===== src/rtl/keypad_pkg.sv =====
// keypad_pkg: shared FSM state type, special key codes and the matrix position
// to key code mapping used by the keypad decoder.
package keypad_pkg;

  // Key event state machine states.
  typedef enum logic [1:0] {
    ST_IDLE,
    ST_DEBOUNCE,
    ST_EMIT,
    ST_HOLD
  } kp_state_t;

  // Special keys: '#' confirms an entry, '*' clears it.
  localparam logic [3:0] KEY_CONFIRM = 4'hF;
  localparam logic [3:0] KEY_CLEAR   = 4'hE;

  // Keypad layout (row, column from 0):
  //   r0: 1 2 3 A   r1: 4 5 6 B   r2: 7 8 9 C   r3: * 0 # D
  function automatic logic [3:0] key_code_of(input logic [1:0] row, input logic [1:0] col);
    logic [3:0] code;
    code = 4'h0;
    case ({row, col})
      4'd0:    code = 4'h1;
      4'd1:    code = 4'h2;
      4'd2:    code = 4'h3;
      4'd3:    code = 4'hA;
      4'd4:    code = 4'h4;
      4'd5:    code = 4'h5;
      4'd6:    code = 4'h6;
      4'd7:    code = 4'hB;
      4'd8:    code = 4'h7;
      4'd9:    code = 4'h8;
      4'd10:   code = 4'h9;
      4'd11:   code = 4'hC;
      4'd12:   code = KEY_CLEAR;
      4'd13:   code = 4'h0;
      4'd14:   code = KEY_CONFIRM;
      default: code = 4'hD;
    endcase
    return code;
  endfunction

endpackage


===== src/rtl/keypad_decoder_sync_2ff.sv =====
// sync_2ff: two-flop synchronizer for a bus of independent asynchronous bits.
// Each bit is synchronized on its own; no multi-bit coherence is implied.
module sync_2ff
  import keypad_pkg::*;
#(
  parameter int               WIDTH     = 4,
  parameter logic [WIDTH-1:0] RESET_VAL = '1
) (
  input  logic             clk,
  input  logic             rst,
  input  logic [WIDTH-1:0] d,
  output logic [WIDTH-1:0] q
);

  logic [WIDTH-1:0] meta_reg;
  logic [WIDTH-1:0] sync_reg;

  // Two back-to-back flops; the first may go metastable, the second settles it.
  always_ff @(posedge clk or posedge rst) begin
    if (rst) begin
      meta_reg <= RESET_VAL;
      sync_reg <= RESET_VAL;
    end else begin
      meta_reg <= d;
      sync_reg <= meta_reg;
    end
  end

  assign q = sync_reg;

endmodule


===== src/rtl/keypad_decoder.sv =====
// keypad_decoder: scans a 4x4 active-low matrix keypad, debounces whole-matrix
// scans and emits a one-cycle key_valid pulse per accepted key press.
// Optional feature macro: KEYPAD_REPEAT_EN -- while a key stays held, re-pulse
// key_valid every REPEAT_SCANS full scans. Without it, one event per press.
// Note: the column synchronizer adds two cycles of lag after each row change,
// so SCAN_DIV must be at least 3 for the sampled columns to match the row.
module keypad_decoder
  import keypad_pkg::*;
#(
  parameter int SCAN_DIV       = 1000,
  parameter int DEBOUNCE_SCANS = 20,
  parameter int REPEAT_SCANS   = 500
) (
  input  logic       clk,
  input  logic       rst,
  input  logic [3:0] col_matricial,
  output logic [3:0] lin_matricial,
  output logic       key_valid,
  output logic [3:0] key_code
);

  localparam int DIV_W = (SCAN_DIV > 1) ? $clog2(SCAN_DIV) : 1;
  localparam int DEB_W = (DEBOUNCE_SCANS > 1) ? $clog2(DEBOUNCE_SCANS) : 1;
  localparam logic [DIV_W-1:0] DIV_LAST = DIV_W'(SCAN_DIV - 1);
  // Counters hold 0..N-1 and the action fires on the N-th qualifying scan,
  // so a $clog2(N) wide counter never needs to represent N itself.
  localparam logic [DEB_W-1:0] DEB_LAST = DEB_W'(DEBOUNCE_SCANS - 1);

  // Row scanning
  logic [DIV_W-1:0] div_cnt_reg;
  logic [1:0]       row_reg;
  logic [3:0]       lin_reg;
  logic [3:0]       col_sync;
  logic             sample_en;
  logic             scan_done;

  // Per-scan accumulation: hit count saturates at 2 ("more than one").
  logic [1:0] acc_cnt_reg;
  logic [3:0] acc_code_reg;
  logic [2:0] row_low_cnt;
  logic [1:0] row_col_idx;
  logic [1:0] row_hits;
  logic [2:0] hit_sum;
  logic [1:0] scan_hits;
  logic [3:0] scan_code;
  logic       scan_single;
  logic       scan_none;

  // Event state machine
  kp_state_t  state_reg, state_next;
  logic [3:0] cand_reg, cand_next;
  logic [DEB_W-1:0] deb_cnt_reg, deb_cnt_next;
  logic [3:0] key_code_reg, key_code_next;

`ifdef KEYPAD_REPEAT_EN
  localparam int RPT_W = (REPEAT_SCANS > 1) ? $clog2(REPEAT_SCANS) : 1;
  localparam logic [RPT_W-1:0] RPT_LAST = RPT_W'(REPEAT_SCANS - 1);
  logic [RPT_W-1:0] rpt_cnt_reg, rpt_cnt_next;
`endif

  sync_2ff #(
    .WIDTH    (4),
    .RESET_VAL(4'b1111)
  ) u_col_sync (
    .clk(clk),
    .rst(rst),
    .d  (col_matricial),
    .q  (col_sync)
  );

  assign sample_en = (div_cnt_reg == DIV_LAST);
  assign scan_done = sample_en && (row_reg == 2'd3);

  // Row period divider and one-cold row drive rotation (1110 -> 1101 -> ...).
  always_ff @(posedge clk or posedge rst) begin
    if (rst) begin
      div_cnt_reg <= '0;
      row_reg     <= 2'd0;
      lin_reg     <= 4'b1110;
    end else if (sample_en) begin
      div_cnt_reg <= '0;
      row_reg     <= row_reg + 2'd1;
      lin_reg     <= {lin_reg[2:0], lin_reg[3]};
    end else begin
      div_cnt_reg <= div_cnt_reg + DIV_W'(1);
    end
  end

  assign lin_matricial = lin_reg;

  // Count low columns in the currently driven row and remember the last one.
  always_comb begin
    row_low_cnt = 3'd0;
    row_col_idx = 2'd0;
    for (int i = 0; i < 4; i++) begin
      if (!col_sync[i]) begin
        row_low_cnt = row_low_cnt + 3'd1;
        row_col_idx = 2'(i);
      end
    end
  end

  assign row_hits    = (row_low_cnt > 3'd1) ? 2'd2 : row_low_cnt[1:0];
  assign hit_sum     = {1'b0, acc_cnt_reg} + {1'b0, row_hits};
  assign scan_hits   = (hit_sum > 3'd1) ? 2'd2 : hit_sum[1:0];
  assign scan_code   = (row_low_cnt == 3'd1) ? key_code_of(row_reg, row_col_idx) : acc_code_reg;
  // Only valid in the scan_done cycle: exactly one low bit over all four rows.
  assign scan_single = scan_done && (scan_hits == 2'd1);
  // Zero or several low bits both count as "no key".
  assign scan_none   = scan_done && (scan_hits != 2'd1);

  // Accumulate row samples over one full scan; restart after the last row.
  always_ff @(posedge clk or posedge rst) begin
    if (rst) begin
      acc_cnt_reg  <= 2'd0;
      acc_code_reg <= 4'h0;
    end else if (sample_en) begin
      if (row_reg == 2'd3) begin
        acc_cnt_reg  <= 2'd0;
        acc_code_reg <= 4'h0;
      end else begin
        acc_cnt_reg  <= scan_hits;
        acc_code_reg <= scan_code;
      end
    end
  end

  // Event FSM state and counter registers.
  always_ff @(posedge clk or posedge rst) begin
    if (rst) begin
      state_reg    <= ST_IDLE;
      cand_reg     <= 4'h0;
      deb_cnt_reg  <= '0;
      key_code_reg <= 4'h0;
`ifdef KEYPAD_REPEAT_EN
      rpt_cnt_reg  <= '0;
`endif
    end else begin
      state_reg    <= state_next;
      cand_reg     <= cand_next;
      deb_cnt_reg  <= deb_cnt_next;
      key_code_reg <= key_code_next;
`ifdef KEYPAD_REPEAT_EN
      rpt_cnt_reg  <= rpt_cnt_next;
`endif
    end
  end

  // Event FSM next state: acts once per completed scan; EMIT lasts one cycle.
  // The debounce counter doubles as the release counter while in HOLD.
  always_comb begin
    state_next    = state_reg;
    cand_next     = cand_reg;
    deb_cnt_next  = deb_cnt_reg;
    key_code_next = key_code_reg;
    key_valid     = 1'b0;
`ifdef KEYPAD_REPEAT_EN
    rpt_cnt_next  = rpt_cnt_reg;
`endif
    case (state_reg)
      ST_IDLE: begin
        if (scan_single) begin
          cand_next    = scan_code;
          deb_cnt_next = '0;
          state_next   = ST_DEBOUNCE;
        end
      end
      ST_DEBOUNCE: begin
        if (scan_single && (scan_code == cand_reg)) begin
          if (deb_cnt_reg == DEB_LAST) begin
            key_code_next = cand_reg;
            state_next    = ST_EMIT;
          end else begin
            deb_cnt_next = deb_cnt_reg + DEB_W'(1);
          end
        end else if (scan_done) begin
          state_next = ST_IDLE;
        end
      end
      ST_EMIT: begin
        key_valid    = 1'b1;
        deb_cnt_next = '0;
`ifdef KEYPAD_REPEAT_EN
        rpt_cnt_next = '0;
`endif
        state_next   = ST_HOLD;
      end
      default: begin // ST_HOLD
        if (scan_none) begin
          if (deb_cnt_reg == DEB_LAST) begin
            state_next = ST_IDLE;
          end else begin
            deb_cnt_next = deb_cnt_reg + DEB_W'(1);
          end
`ifdef KEYPAD_REPEAT_EN
          rpt_cnt_next = '0;
`endif
        end else if (scan_single) begin
          // Any key seen breaks the release run; a different key is ignored.
          deb_cnt_next = '0;
`ifdef KEYPAD_REPEAT_EN
          if (scan_code != cand_reg) begin
            rpt_cnt_next = '0;
          end else if (rpt_cnt_reg == RPT_LAST) begin
            key_code_next = cand_reg;
            state_next    = ST_EMIT;
          end else begin
            rpt_cnt_next = rpt_cnt_reg + RPT_W'(1);
          end
`else
          // One event per press: a held key just keeps the block in HOLD.
          state_next = ST_HOLD;
`endif
        end
      end
    endcase
  end

  assign key_code = key_code_reg;

endmodule


===== config.mk =====
export PLATFORM = sky130hd
export DESIGN_NAME = keypad_decoder
export DESIGN_NICKNAME = d
export VERILOG_FILES = /design/src/rtl/keypad_pkg.sv /design/src/rtl/keypad_decoder_sync_2ff.sv /design/src/rtl/keypad_decoder.sv
export SDC_FILE = /design/constraint.sdc
export NUM_CORES = 1
export LEC_CHECK = 0
export CAP_MARGIN = 25
export CORE_MARGIN = 4
export CORE_UTILIZATION = 64
export DETAILED_ROUTE_END_ITERATION = 16
export PLACE_DENSITY = 0.93
export SLEW_MARGIN = 10
export SYNTH_ARGS = -nofsm -noshare
export SYNTH_HDL_FRONTEND = slang
export SYNTH_SLANG_ARGS = --single-unit
export TNS_END_PERCENT = 20

===== constraint.sdc =====
create_clock -name clk -period 6.4 [get_ports clk]
set_input_delay 1.6 -clock clk [delete_from_list [all_inputs] [get_ports clk]]
set_output_delay 1.6 -clock clk [all_outputs]
set_load 0.1 [all_outputs]

==> results.txt <==
number of flops mapped to enable cells by yosys -> 0
Setup crit end kind -> register
CTS resizes -> 0
Clock Skew -> 0.00475 ns
clk sink count -> 45
Min-Delay Path Class -> reg2reg
most frequent cells in the layout -> nand2_1 (37), dfrtp_1 (34), nor2_1 (17), inv_1 (16), ha_1 (15)
via/cell ratio -> 6.17
grt total ovfl -> 0
hold path depth -> 0
status -> complete, no violations
# DRC -> 0
Core ar. -> 4030 µm²
Lkg Pwr -> 1.29 nW
Data arrival, critical path -> 4.56 ns
Max VDD drop -> 158 µV
sequential area share after synthesis -> 0.425
final setup vio count -> 0
RSZ-0062 raised after global routing -> false
diodes inserted -> 0
ANT nets after route -> 0
Avg Inst Size Synth -> 9.75 µm²
most common cell after layout, fill and taps aside -> nand2_1
worst-path maximum fanout -> 10
hold_buf cts -> 0
GR Util All Layers -> 0.227
clock latency on the worst-skew pair -> 0.30 ns
Yosys warning total -> 0
period utilisation layout -> 0.678
Die Ht -> 72.7 µm
cell count of the worst reg-to-reg path -> 17
Pwr Density -> 175 nW/µm²
startpoint types -> register
Most used DFF post-synth -> dfrtp_1
io pins -> 15
Req. time, crit path -> 6.62 ns
max_cap viols -> 0
Mapped Nets -> 297
critical path type -> reg2reg
TritonRoute pass-1 iters -> 4
total CTS buffers -> 5
Final Max Tran Viols -> 0
First DRT Iteration DRCs -> 234
initial core utilization -> 0.666
layout cells sized above 1 -> 0.117
Syn Std Cell Area -> 2680 µm²
Clk pin slew, worst setup/hold paths -> 0.08 ns
total power -> 0.515 mW
Layout area overhead -> 9.42%
gate count after technology mapping -> 275
drt wl/cell -> 15.3 µm
number of synthesized register bits -> 45
synth unique cells -> 64
fmax -> 230 MHz
Worst Max-Slew Pin Slew -> 0.976 ns
CTS tree -> done
number of global-route vias before repair -> 2079
Max Root-Sink Buffers -> 2
Setup TNS -> 0 ns
largest net degree at the start of global routing -> 46
Slew headroom -> 0.347
DP HPWL -> 3780 µm
nets -> 311
Die X-Extent -> 72.7 µm
initial antenna violation count -> 0
final WL -> 5200 µm
cell row count -> 23
minimum clock period -> 4.34 ns
Placer Congestion -> 0.984
Setup Buffers After CTS -> 0
final hold violation count -> 0
max reg flops -> 10
global-route wire length before repair -> 9460 µm
H-tree lvl count -> 2
fraction of registers with async set/reset -> 1.00
clock root buffer master -> clkbuf_8
via total after detailed routing -> 2099
DIE AREA -> 5290 µm²
Port Buffers -> 14
-- worst max-delay path: stages (launching register included) --
cell       delay (ns)
dfstp_2          0.57
inv_1            0.06
ha_1             0.33
xnor2_1          0.15
ha_1             0.19
nor2b_1          0.14
o311a_2          0.38
nand2_4          0.15
clkinv_4         0.09
ha_1             0.20
fa_1             0.43
nor2_1           0.16
and2_1           0.21
nand3_1          0.12
a31oi_1          0.21
o2111ai_2        0.24
o31ai_2          0.36
mux2i_1          0.26
-- logic make-up after synthesis --
logic type,synth area share
AND/OR/NAND/NOR,0.194
buffers and inverters,0.0462
flip-flops,0.425
XOR/XNOR,0.0480
multiplexers,0.0415
adder cells (fa/ha/maj),0.0774
AO/OA/AOI/OAI,0.168
-- layer usage --
layer	global-route usage	vias to the layer above	part of all wire
met3	0.0427	14	0.047
met1	0.285	1012	0.42
met4	0.0902	0	0.021
li1	-	1006	-
met2	0.386	67	0.52
met5	0	-	0
-- layout make-up --
type	instances	area, µm²
clock inverters	2	10.0
well taps	50	62.6
clock buffers	6	72.6
inverters	19	76.3
fillers	291	1090
repair buffers	16	155
multi-input cells	202	1420
flip-flops and latches	45	1140
-- report_power, final --
group / total [mW] / switching, mW / internal, mW
sequential: 0.292 / 0.00301 / 0.289
combinational: 0.0538 / 0.0329 / 0.0209
clock: 0.169 / 0.0932 / 0.0757
total: 0.515 / 0.129 / 0.385
-- stage by stage --
| step | worst slack (ns) | area [µm²] | hold WS (ns) | utilization | cells |
|---|---|---|---|---|---|
| 3_3_place_gp | 2.26 | 2850 | 0.346 | 0.708 | 332 |
| 2_1_floorplan | 2.40 | 2680 | 0.345 | - | 275 |
| 4_1_cts | 2.10 | 2940 | 0.359 | 0.729 | 340 |
| 3_5_place_dp | 2.12 | 2850 | 0.347 | 0.708 | 332 |
| 6_report | 2.06 | 2940 | 0.359 | 0.729 | 340 |
| 5_1_grt | 1.76 | 2940 | 0.367 | 0.729 | 340 |
-- cell usage after synthesis, types with 2 or more instances --
| master | n | share of area |
|---|---|---|
| nand2_1 | 37 | 0.052 |
| dfrtp_1 | 34 | 0.32 |
| inv_1 | 17 | 0.024 |
| nor2_1 | 17 | 0.024 |
| ha_1 | 15 | 0.070 |
| o21ai_0 | 14 | 0.026 |
| dfstp_2 | 11 | 0.11 |
| nand3_1 | 11 | 0.021 |
| a21oi_1 | 8 | 0.015 |
| xor2_1 | 8 | 0.026 |
| and2_1 | 6 | 0.014 |
| and3_1 | 4 | 0.0093 |
| clkbuf_1 | 4 | 0.0056 |
| mux2_4 | 4 | 0.022 |
| mux2i_1 | 4 | 0.015 |
| o211ai_1 | 4 | 0.011 |
| o31ai_1 | 4 | 0.011 |
| xnor2_1 | 4 | 0.013 |
| a32oi_1 | 3 | 0.0098 |
| nand2b_1 | 3 | 0.0070 |
| nand3b_1 | 3 | 0.0084 |
| nor2b_1 | 3 | 0.0070 |
| nor3_1 | 3 | 0.0056 |
| o21ai_1 | 3 | 0.0056 |
| o221ai_1 | 3 | 0.0098 |
| or3_1 | 3 | 0.0070 |
| a21o_1 | 2 | 0.0056 |
| a221o_1 | 2 | 0.0075 |
| a31oi_1 | 2 | 0.0047 |
| buf_2 | 2 | 0.0037 |
| nand4_1 | 2 | 0.0047 |
| o21a_1 | 2 | 0.0056 |
| o311ai_0 | 2 | 0.0065 |
-- final timing paths --
| path | from | to | slack [ns] |
|---|---|---|---|
| max | u_col_sync.q[1] | state_reg[0] | 2.06 |
| min | u_col_sync.meta_reg[2] | u_col_sync.q[2] | 0.36 |
| max reg2reg | u_col_sync.q[1] | state_reg[0] | 2.06 |
| min reg2reg | u_col_sync.meta_reg[2] | u_col_sync.q[2] | 0.36 |
| max in group asynchronous | rst | cand_reg[3] | 4.27 |
| min in group asynchronous | rst | lin_matricial[0] | 1.75 |
Power figures use the tool's default switching activity.
